### config.mk
export PLATFORM = sky130hd
export DESIGN_NAME = vga_timing_gen
export DESIGN_NICKNAME = d
export VERILOG_FILES = /design/src/rtl/vga_pkg.sv /design/src/rtl/wrap_counter.sv /design/src/rtl/vga_timing_gen.sv
export SDC_FILE = /design/constraint.sdc
export NUM_CORES = 1
export LEC_CHECK = 0
export CAP_MARGIN = 15
export CORE_MARGIN = 10
export CORE_UTILIZATION = 57
export CTS_CLUSTER_SIZE = 20
export DETAILED_ROUTE_END_ITERATION = 16
export PLACE_DENSITY = 0.89
export SETUP_SLACK_MARGIN = 0.15
export SYNTH_ARGS = -nofsm -noshare
export SYNTH_HDL_FRONTEND = slang
export SYNTH_SLANG_ARGS = --single-unit
export TNS_END_PERCENT = 10
### constraint.sdc
create_clock -name VGA_clk -period 3.4 [get_ports VGA_clk]
set_clock_uncertainty 0.1 [all_clocks]
set_input_delay 0.85 -clock VGA_clk [delete_from_list [all_inputs] [get_ports VGA_clk]]
set_output_delay 0.85 -clock VGA_clk [all_outputs]
set_load 0.05 [all_outputs]
### src/rtl/vga_pkg.sv
// Shared VGA timing constants (640x480@60 defaults) and small helpers used by
// the timing generator and the rendering blocks.
package vga_pkg;

    localparam int H_VISIBLE_DEF  = 640;
    localparam int H_FRONT_DEF    = 16;
    localparam int H_SYNC_DEF     = 96;
    localparam int H_BACK_DEF     = 48;
    localparam int V_VISIBLE_DEF  = 480;
    localparam int V_FRONT_DEF    = 10;
    localparam int V_SYNC_DEF     = 2;
    localparam int V_BACK_DEF     = 33;
    localparam int UPDATE_DIV_DEF = 4;

    localparam int H_TOTAL_DEF = H_VISIBLE_DEF + H_FRONT_DEF + H_SYNC_DEF + H_BACK_DEF;
    localparam int V_TOTAL_DEF = V_VISIBLE_DEF + V_FRONT_DEF + V_SYNC_DEF + V_BACK_DEF;

    localparam int COUNT_W = 10;
    localparam int FRAME_W = 8;

    typedef logic [COUNT_W-1:0] count_t;

    // Per-pixel flags, registered together so they never skew against each other.
    typedef struct packed {
        logic display;
        logic hsync;
        logic vsync;
        logic update;
    } vga_flags_t;

    localparam vga_flags_t FLAGS_RESET = '{display: 1'b1, hsync: 1'b1, vsync: 1'b1, update: 1'b0};

    // Half-open window test: lo <= value < hi.
    function automatic logic in_window(input count_t value, input count_t lo, input count_t hi);
        return (value >= lo) && (value < hi);
    endfunction

endpackage

### src/rtl/wrap_counter.sv
// Modulo counter with enable; exposes the next value so consumers can register
// derived signals in step with the count itself.
module wrap_counter #(
    parameter int WIDTH   = 10,
    parameter int MODULUS = 800
) (
    input  logic             clk,
    input  logic             srst,
    input  logic             en,
    output logic [WIDTH-1:0] count,
    output logic [WIDTH-1:0] count_next,
    output logic             wrap
);

    localparam logic [WIDTH-1:0] LAST = WIDTH'(MODULUS - 1);

    logic [WIDTH-1:0] count_reg;

    // ">=" rather than "==" keeps the count in range even from a corrupted state.
    always_comb begin
        wrap       = en && (count_reg >= LAST);
        count_next = count_reg;
        if (en) begin
            if (count_reg >= LAST) begin
                count_next = '0;
            end else begin
                count_next = count_reg + 1'b1;
            end
        end
    end

    always_ff @(posedge clk) begin
        if (srst) begin
            count_reg <= '0;
        end else begin
            count_reg <= count_next;
        end
    end

    assign count = count_reg;

endmodule

### src/rtl/vga_timing_gen.sv
// VGA raster timing: pixel/line counters, active-low syncs, display window and
// a game-update tick every UPDATE_DIV frames.
module vga_timing_gen
    import vga_pkg::*;
#(
    parameter int H_VISIBLE  = H_VISIBLE_DEF,
    parameter int H_FRONT    = H_FRONT_DEF,
    parameter int H_SYNC     = H_SYNC_DEF,
    parameter int H_BACK     = H_BACK_DEF,
    parameter int V_VISIBLE  = V_VISIBLE_DEF,
    parameter int V_FRONT    = V_FRONT_DEF,
    parameter int V_SYNC     = V_SYNC_DEF,
    parameter int V_BACK     = V_BACK_DEF,
    parameter int UPDATE_DIV = UPDATE_DIV_DEF
) (
    input  logic               VGA_clk,
    input  logic               reset,
    output logic [COUNT_W-1:0] xCount,
    output logic [COUNT_W-1:0] yCount,
    output logic               displayArea,
    output logic               hsync,
    output logic               vsync,
    output logic               update
);

    localparam int H_TOTAL = H_VISIBLE + H_FRONT + H_SYNC + H_BACK;
    localparam int V_TOTAL = V_VISIBLE + V_FRONT + V_SYNC + V_BACK;

    localparam count_t H_VIS_END = COUNT_W'(H_VISIBLE);
    localparam count_t V_VIS_END = COUNT_W'(V_VISIBLE);
    localparam count_t HS_START  = COUNT_W'(H_VISIBLE + H_FRONT);
    localparam count_t HS_END    = COUNT_W'(H_VISIBLE + H_FRONT + H_SYNC);
    localparam count_t VS_START  = COUNT_W'(V_VISIBLE + V_FRONT);
    localparam count_t VS_END    = COUNT_W'(V_VISIBLE + V_FRONT + V_SYNC);

    count_t             x_next;
    count_t             y_next;
    logic               x_wrap;
    logic               y_wrap;
    logic               frame_wrap;
    logic [FRAME_W-1:0] frame_count;
    logic [FRAME_W-1:0] frame_count_next;
    logic               frame_unused;

    vga_flags_t flags_reg;
    vga_flags_t flags_next;

    wrap_counter #(
        .WIDTH   (COUNT_W),
        .MODULUS (H_TOTAL)
    ) u_x_counter (
        .clk        (VGA_clk),
        .srst       (reset),
        .en         (1'b1),
        .count      (xCount),
        .count_next (x_next),
        .wrap       (x_wrap)
    );

    wrap_counter #(
        .WIDTH   (COUNT_W),
        .MODULUS (V_TOTAL)
    ) u_y_counter (
        .clk        (VGA_clk),
        .srst       (reset),
        .en         (x_wrap),
        .count      (yCount),
        .count_next (y_next),
        .wrap       (y_wrap)
    );

    // Frame counter only matters through its wrap, which becomes the update tick.
    wrap_counter #(
        .WIDTH   (FRAME_W),
        .MODULUS (UPDATE_DIV)
    ) u_frame_counter (
        .clk        (VGA_clk),
        .srst       (reset),
        .en         (x_wrap && y_wrap),
        .count      (frame_count),
        .count_next (frame_count_next),
        .wrap       (frame_wrap)
    );

    assign frame_unused = ^{frame_count, frame_count_next};

    // Flags are derived from the counters' next values so that, once registered,
    // they line up exactly with the x/y values presented in the same cycle.
    always_comb begin
        flags_next         = FLAGS_RESET;
        flags_next.display = (x_next < H_VIS_END) && (y_next < V_VIS_END);
        flags_next.hsync   = !in_window(x_next, HS_START, HS_END);
        flags_next.vsync   = !in_window(y_next, VS_START, VS_END);
        flags_next.update  = frame_wrap;
    end

    always_ff @(posedge VGA_clk) begin
        if (reset) begin
            flags_reg <= FLAGS_RESET;
        end else begin
            flags_reg <= flags_next;
        end
    end

    assign displayArea = flags_reg.display;
    assign hsync       = flags_reg.hsync;
    assign vsync       = flags_reg.vsync;
    assign update      = flags_reg.update;

endmodule

# Word-level counts from Yosys, hierarchy flattened
# Index checks and enable logic that the tools add are counted.
[word_totals] regBits=32 wordCells=31 out_inout_bits=24
[op_classes] muxes=4 n_reduce_logical=8 magnitude_cmp=9 addsub=3
[op_table] op="$ge A10 B10 Y1 const B" count=3
[op_table] op="$mux W10" count=3
[op_table] op="$add A10 B1 Y10 const B" count=2
[op_table] op="$lt A10 B10 Y1 const B" count=2
[op_table] op="$lt A10 B9 Y1 const B" count=2
[op_table] op="$ge A10 B9 Y1 const B" count=1
[op_table] op="$add A8 B1 Y8 const B" count=1
[op_table] op="$ge A8 B2 Y1 const B" count=1
[op_table] op="$mux W8" count=1
[op_table] op="$logic_and A1 B1 Y1" count=6
[op_table] op="$logic_not A1 Y1" count=2

# Longest topological paths before layout
# Gate-level depths: netlist (run 1).
[depth] depth_word=6 depth_mapped=8 ltp_nobuf=6

# Hierarchy
# From an unflattened synthesis (run 1), not the netlist that was laid out.
[hier_totals] cells_unflattened=199 hier_area_um2=1715.4
[modules_own_cells] mod="wrap_counter at u_y_counter" n_inst=1 cells_per_inst=74 area_each_um2=591.8 seq_area_each_um2=200.2
[modules_own_cells] mod="wrap_counter at u_x_counter" n_inst=1 cells_per_inst=63 area_each_um2=535.5 seq_area_each_um2=200.2
[modules_own_cells] mod="wrap_counter at u_frame_counter" n_inst=1 cells_per_inst=43 area_each_um2=419.2 seq_area_each_um2=160.2
[modules_own_cells] mod="vga_timing_gen" n_inst=1 cells_per_inst=19 area_each_um2=168.9 seq_area_each_um2=80.1

# Worst setup path before layout (run 1)
# Ideal clock, no wire load.
[synth_timing] kind="register to register" startpoint="register u_x_counter.count_reg[0], in the netlist u_x_counter.count[0]" endpoint="register u_y_counter.count_reg[7], in the netlist u_y_counter.count[7]" t_arrival_ps=2054 period_less_slack_ps=2220 path_buffers=0 path_stages_with_launch=7 path_slack_ps=1180 t_required_ps=3234 cell_sequence="dfxtp_1 -> ha_1 -> nand4_4 -> a2111oi_2 -> nand3_1 -> xor2_1 -> nor2_1"
[synth_between] elab_chain_cells=2
[synth_rtl] element="start: declaration" line="wrap_counter.sv:17" text="logic [WIDTH-1:0] count_reg;"
[synth_rtl] element="start signal: assignment" line="wrap_counter.sv:36" text="count_reg <= count_next;"
[synth_rtl] element="$ge A10 B10 Y1" line="wrap_counter.sv:21" text="wrap = en && (count_reg >= LAST);"
[synth_rtl] element="$mux W10" line="wrap_counter.sv:23" text="if (en) begin"
[synth_rtl] element="end signal: assignment" line="wrap_counter.sv:36"
[synth_rtl] element="end: declaration" line="wrap_counter.sv:17"
# No other way between the ends.
# A chain may end at the register's enable or synchronous reset.

# Worst setup path in the final report (run 1)
[layout_timing] startpoint="register u_y_counter.count_reg[5], in the netlist u_y_counter.count[5]" endpoint="output port yCount[5]"
[layout_lines] element="end: declaration" line="vga_timing_gen.sv:19" text="output logic [COUNT_W-1:0] yCount,"
# No word-level cell between the ends.

==> results of run 1 <==
-- cells by family (layout without fill, tap and decap cells) --
| kind of cell | count (synthesis) | in the layout | share of synthesized area (%) |
|---|---|---|---|
| xor gates and xnor gates | 13 | 13 | 6.963 |
| AOI/OAI and AO/OA | 28 | 28 | 12.17 |
| DFF | 32 | 32 | 39.17 |
| muxes | 4 | 4 | 2.448 |
| and+or+nand+nor | 89 | 89 | 29.53 |
| adders and majority gates | 4 | 4 | 3.061 |
| buffers and inverters | 21 | 42 | 6.656 |
-- worst min-delay path by stage --
stage                                    end  slack (ps)  depth (start not counted)
floorplan           u_frame_counter.count[3]         320                          2
global placement    u_frame_counter.count[3]         330                          2
detailed placement  u_frame_counter.count[2]         330                          2
CTS                 u_frame_counter.count[2]         350                          2
global route        u_frame_counter.count[3]         390                          2
finish              u_frame_counter.count[2]         340                          2
-- worst min-delay path: stages, from the launching register on --
cell	delay [ps]
sky130_fd_sc_hd__dfxtp_1	330
sky130_fd_sc_hd__inv_1	50
sky130_fd_sc_hd__nor2_1	30
-- per-layer routing --
metal / wire length [um] / GRT usage, %
met1: 1502 / 15.12
met2: 1731 / 23.58
met3: 292 / 4.576
met4: 70 / 6.004
met5: 0 / 0
-- power by group --
part | total, mW | switching, mW | internal, mW
Combinational | 0.0311 | 0.0212 | 0.00993
Clock | 0.200 | 0.124 | 0.0761
Sequential | 0.384 | 0.00598 | 0.378
-- placed cells by master (no fill, tap or decap), drive strengths merged, types with 3 or more instances in the layout --
cell type      count
a21oi              8
a31oi              3
and3               3
clkbuf             6
clkdlybuf4s50     25
dfxtp             32
ha                 4
inv                9
mux2i              4
nand2             16
nand3              9
nand4              9
nor2              29
nor2b              3
nor3               8
o21a               4
xnor2              7
xor2               6
-- layout make-up --
type	count	area share, %
inverters	9	1.775
well taps	31	2.038
repair buffers	26	13.54
clock buffers	6	2.170
clock inverters	1	0.2630
multi-input cells	138	46.55
flip-flops and latches	32	33.66
-- metrics by stage --
step	hold slack [ps]	cell area, um2	util, %	worst slack (ps)	power, mW
6_report	345.0	1903	69.01	695.7	0.6151
5_1_grt	388.2	1903	69.01	640.7	0.6374
4_1_cts	347.4	1903	69.01	689.1	0.6183
3_5_place_dp	332.7	1857	67.33	876.4	0.4234
3_3_place_gp	329.3	1857	67.33	1005	0.4225
2_1_floorplan	321.2	1635	-	1180	0.4145
==> reports/qor.yml, run 1 <==
grt:
  antenna_found_initial: 0
  first_global_vias: 1358
  grt.overflow.total: 0
  pin_count_of_the_biggest_net_entering_global_routing: 13
  first_pass_grt_wire_length_um: 6051
  track_usage_pct: 13.80
yosys:
  synthMostInstantiatedCell: "sky130_fd_sc_hd__dfxtp_1"
  netlist.top_cell.by_area: "sky130_fd_sc_hd__dfxtp_1"
  netlist_top_cells_area: "sky130_fd_sc_hd__dfxtp_1 (39%), sky130_fd_sc_hd__nor2_1 (6.7%), sky130_fd_sc_hd__xnor2_1 (3.7%)"
  synth_async_sr_flop_share_pct: 0
  syn-mean-instance-area_um2: 8.562
  synth.cell_area_um2: 1635
  synth_top_flop_cell: "sky130_fd_sc_hd__dfxtp_1"
  top_area_cell_type_share_of_the_netlist_area_pct: 39.17
  yosys-top-cells-count: "sky130_fd_sc_hd__dfxtp_1 (32), sky130_fd_sc_hd__nor2_1 (29), sky130_fd_sc_hd__nand2_1 (16)"
  yosysWarnings: 0
  synth_cell_type_count: 42
  number_of_flops_mapped_to_enable_cells_by_yosys: 0
  synth_seq_area_share_pct: 39.17
  synthesized_net_count: 197
  netlist_instances: 191
  ys_ff_latch: 32
setup_path:
  kind_of_end_point_of_the_critical_path: "primary output"
  crit_path_cell_trace: "clkdlybuf4s50_1"
  critical_path.reg2reg.endpoint: "displayArea"
  worstReg2RegStart: "u_x_counter.count[0]"
  timing.critical_path.slowest_cell_delay_ps: 880
  timing.critical_path.required_ps: 2450
  timing.critical_path.depth: 1
  timing.critical_path.from: "u_y_counter.count[5]"
  cp.buffers_inverters: 1
  critPathSlowestCell: "sky130_fd_sc_hd__clkdlybuf4s50_1"
  critPathArrivalTime_ps: 1750
  crit_end: "yCount[5]"
  crit_path_max_fanout: 9
  reg2reg_slack_ps: 1240
  critical-path-top-delay-family: "buffers and inverters"
  startpoint_type: "register"
  critical_path_class: "register to primary output"
  worst-r2r-cell-count: 6
timing:
  final_period_minus_worst_setup_slack_ps: 2704
  final_max_slew_viol_count: 0
  worst_slew_margin_rel_pct: 65.68
  report.final.setup_viol: 0
  fin_tns_setup_ps: 0
  fmax_ghz: 0.3698
  worst_pin_slew_ps: 513.3
  final_min_period_over_clock_period_pct: 79.54
  hold_viol: 0
  setup_repair_after_global_routing_missed_its_margin: "false"
hold_path:
  hold_path_class: "register to register"
  worstHoldStart: "u_frame_counter.count[2]"
route:
  routed_wl_per_cell_um: 14.80
  detailedRoute.firstPassIterationCount: 4
  vias: 1422
  remaining_drc_errors: 0
  drt-total-wl_um: 3597
  via_per_inst: 5.852
  ant_nets: 0
  drt_iter0_drc: 94
finish:
  antennaDiodeCount: 0
  final_layout_size_suffix_gt1_share_pct: 6.604
  final_cell_count_no_fill: 243
  area.sequential_um2: 640.6
  multi_input_area_um2: 885.9
  nets: 218
  areaGrowthSynthToFinish_pct: 16.37
  layout.filler_cells: 235
power_and_ir_drop:
  worst_ir_drop_vdd_v: 0.0002518
  p_per_area_nw_per_um2: 323.2
  static-leakage-power_nw: 0.7071
clock_network:
  clkSlewWorstSetupHoldPaths_ps: 100
  post_cts_resize_count: 0
  cts_setup_buffers: 0
  ctsHoldBuffers: 0
  clock_tree_from_tritoncts: "done"
  clk_latency_ps: 330
  worst_case_clock_buffer_depth: 2
  clock_sinks: 32
  cts.root.buffer_cell: "sky130_fd_sc_hd__clkbuf_4"
  number_of_buffers_inserted_during_clock_tree_synthesis: 5
  depth_of_the_cts_h_tree: 2
placement:
  place.detailed.hpwl_um: 2730
  gp_routability_congestion: 0.8927
  dp_cells: 236
  portBuffers: 25
run_status:
  status: "finished, final reports clean"
floorplanning:
  initial_util_pct: 59.30
  pin_count: 26
  fp.dieArea_um2: 5411
  die_height_um: 73.56
  floorplan.die.width_um: 73.56
  core_um2: 2758
  placement_rows: 19
job:
  maximum_capacitance_violations: 0
Power figures use the tool's default switching activity.
==> run 2: changes to the inputs <==
- CORE_UTILIZATION: 57 -> 53
- PLACE_DENSITY: 0.89 -> 0.84
- clock period: 3.4 -> 2.5 ns (I/O delays scaled with it)
==> reports/qor.yml, run 2 (synthesis results as in run 1) <==
clock_network:
  clock_sinks: 32
  number_of_buffers_inserted_during_clock_tree_synthesis: 5
  cts_setup_buffers: 0
  clock_tree_from_tritoncts: "done"
  clk_latency_ps: 340
  depth_of_the_cts_h_tree: 2
  clkSlewWorstSetupHoldPaths_ps: 100
  cts.root.buffer_cell: "sky130_fd_sc_hd__clkbuf_4"
  worst_case_clock_buffer_depth: 2
setup_path:
  kind_of_end_point_of_the_critical_path: "primary output"
  crit_path_cell_trace: "clkdlybuf4s50_1"
  startpoint_type: "register"
  cp.buffers_inverters: 1
  worstReg2RegStart: "u_x_counter.count[0]"
  critPathArrivalTime_ps: 1720
  critical_path_class: "register to primary output"
  critical-path-top-delay-family: "buffers and inverters"
  timing.critical_path.slowest_cell_delay_ps: 870
  crit_path_max_fanout: 9
  critPathSlowestCell: "sky130_fd_sc_hd__clkdlybuf4s50_1"
  reg2reg_slack_ps: 400
  worst-r2r-cell-count: 6
  timing.critical_path.required_ps: 1770
  critical_path.reg2reg.endpoint: "displayArea"
timing:
  final_period_minus_worst_setup_slack_ps: 2447
  fin_tns_setup_ps: 0
  report.final.setup_viol: 0
  worst_hold_slack_ps: 356.7
  final_max_slew_viol_count: 0
  worst_slew_margin_rel_pct: 65.55
  fmax_ghz: 0.4087
  worst_pin_slew_ps: 515.2
  hold_viol: 0
  final_min_period_over_clock_period_pct: 97.86
  setup_repair_after_global_routing_missed_its_margin: "true"
route:
  met3_wirelength_um: 292
  via_per_inst: 5.594
  routed-wl-met2_um: 1601
  drt-total-wl_um: 3482
  highest_layer: "met4"
  detailedRoute.firstPassIterationCount: 4
  ant_nets: 0
  drt_iter0_drc: 95
  routed_wl_per_cell_um: 13.87
  vias: 1404
  remaining_drc_errors: 0
  drt-met1-wl_um: 1517
run_status:
  status: "finished, final reports clean"
placement:
  gp_routability_congestion: 0.8651
  portBuffers: 25
  place.detailed.hpwl_um: 2556
finish:
  layout.filler_cells: 253
  antennaDiodeCount: 0
  areaGrowthSynthToFinish_pct: 20.73
  layout.cells.most_common_list: "sky130_fd_sc_hd__dfxtp_1 (32), sky130_fd_sc_hd__nor2_1 (29), sky130_fd_sc_hd__clkdlybuf4s50_1 (23), sky130_fd_sc_hd__nand2_1 (16)"
  final_layout_size_suffix_gt1_share_pct: 9.174
  finalCoreUtilization_pct: 65.75
  mostFrequentLayoutCell: "sky130_fd_sc_hd__dfxtp_1"
  nets: 223
floorplanning:
  fp.dieArea_um2: 5707
  initial_util_pct: 54.46
  core_um2: 3003
  pin_count: 26
  floorplan.die.width_um: 75.55
  placement_rows: 20
  die_height_um: 75.55
grt:
  track_usage_pct: 13.01
  first_pass_grt_wire_length_um: 5740
  grt.overflow.total: 0
  first_global_vias: 1333
  pin_count_of_the_biggest_net_entering_global_routing: 12
  antenna_found_initial: 0
hold_path:
  endpoint_of_the_worst_hold_timing_path: "u_frame_counter.count[3]"
  worst_hold_path.num_cells: 2
  hold_path_class: "register to register"
  worstHoldStart: "u_frame_counter.count[3]"
power_and_ir_drop:
  worst_ir_drop_vdd_v: 0.0005013
  static-leakage-power_nw: 0.7714
  p_per_area_nw_per_um2: 484.2
  p_total_mw: 0.9561
job:
  maximum_capacitance_violations: 0
run 2: metal layers:
metal,GRT usage (%),vias up
li1,-,718
met1,13.61,628
met2,21.81,49
met3,4.427,9
met4,8.454,0
met5,0,-
run 2: worst max-delay path by stage:
stage / start / depth (start not counted) / slack [ps] / end
after CTS: u_y_counter.count[2] / 1 / 30 / yCount[2]
after detailed placement: u_y_counter.count[5] / 1 / 400 / yCount[5]
after global routing: u_y_counter.count[2] / 1 / 7 / yCount[2]
after floorplan: u_x_counter.count[0] / 6 / 280 / u_y_counter.count[7]
after global placement: u_y_counter.count[5] / 1 / 420 / yCount[5]
final: u_y_counter.count[2] / 1 / 50 / yCount[2]
run 2: layout make-up:
| class | instances | area, um2 | area share, % |
|---|---|---|---|
| multi-input cells | 138 | 885.9 | 44.87 |
| flip-flops and latches | 32 | 640.6 | 32.45 |
| repair buffers | 31 | 296.5 | 15.02 |
| clock buffers | 6 | 41.29 | 2.091 |
| well taps | 33 | 41.29 | 2.091 |
| clock inverters | 2 | 35.03 | 1.774 |
| inverters | 9 | 33.78 | 1.711 |
run 2: where the power goes:
group          total [mW]  internal [mW]  switching (mW)
sequential          0.519          0.514         0.00590
combinational      0.0471         0.0159          0.0312
clock               0.390          0.209           0.180
run 2: through the flow:
| stage | instance area, um2 | cells | worst slack, ps |
|---|---|---|---|
| floorplan | 1635 | 191 | 280.3 |
| global placement | 1897 | 243 | 424.9 |
| detailed placement | 1897 | 243 | 404.6 |
| CTS | 1972 | 251 | 30.32 |
| global route | 1974 | 251 | 7.144 |
| finish | 1974 | 251 | 53.40 |
run 2: repair_timing:
item	in CTS	in global routing
resized for setup	1	1
setup endpoints to repair	12	13
hold buffers	0	0
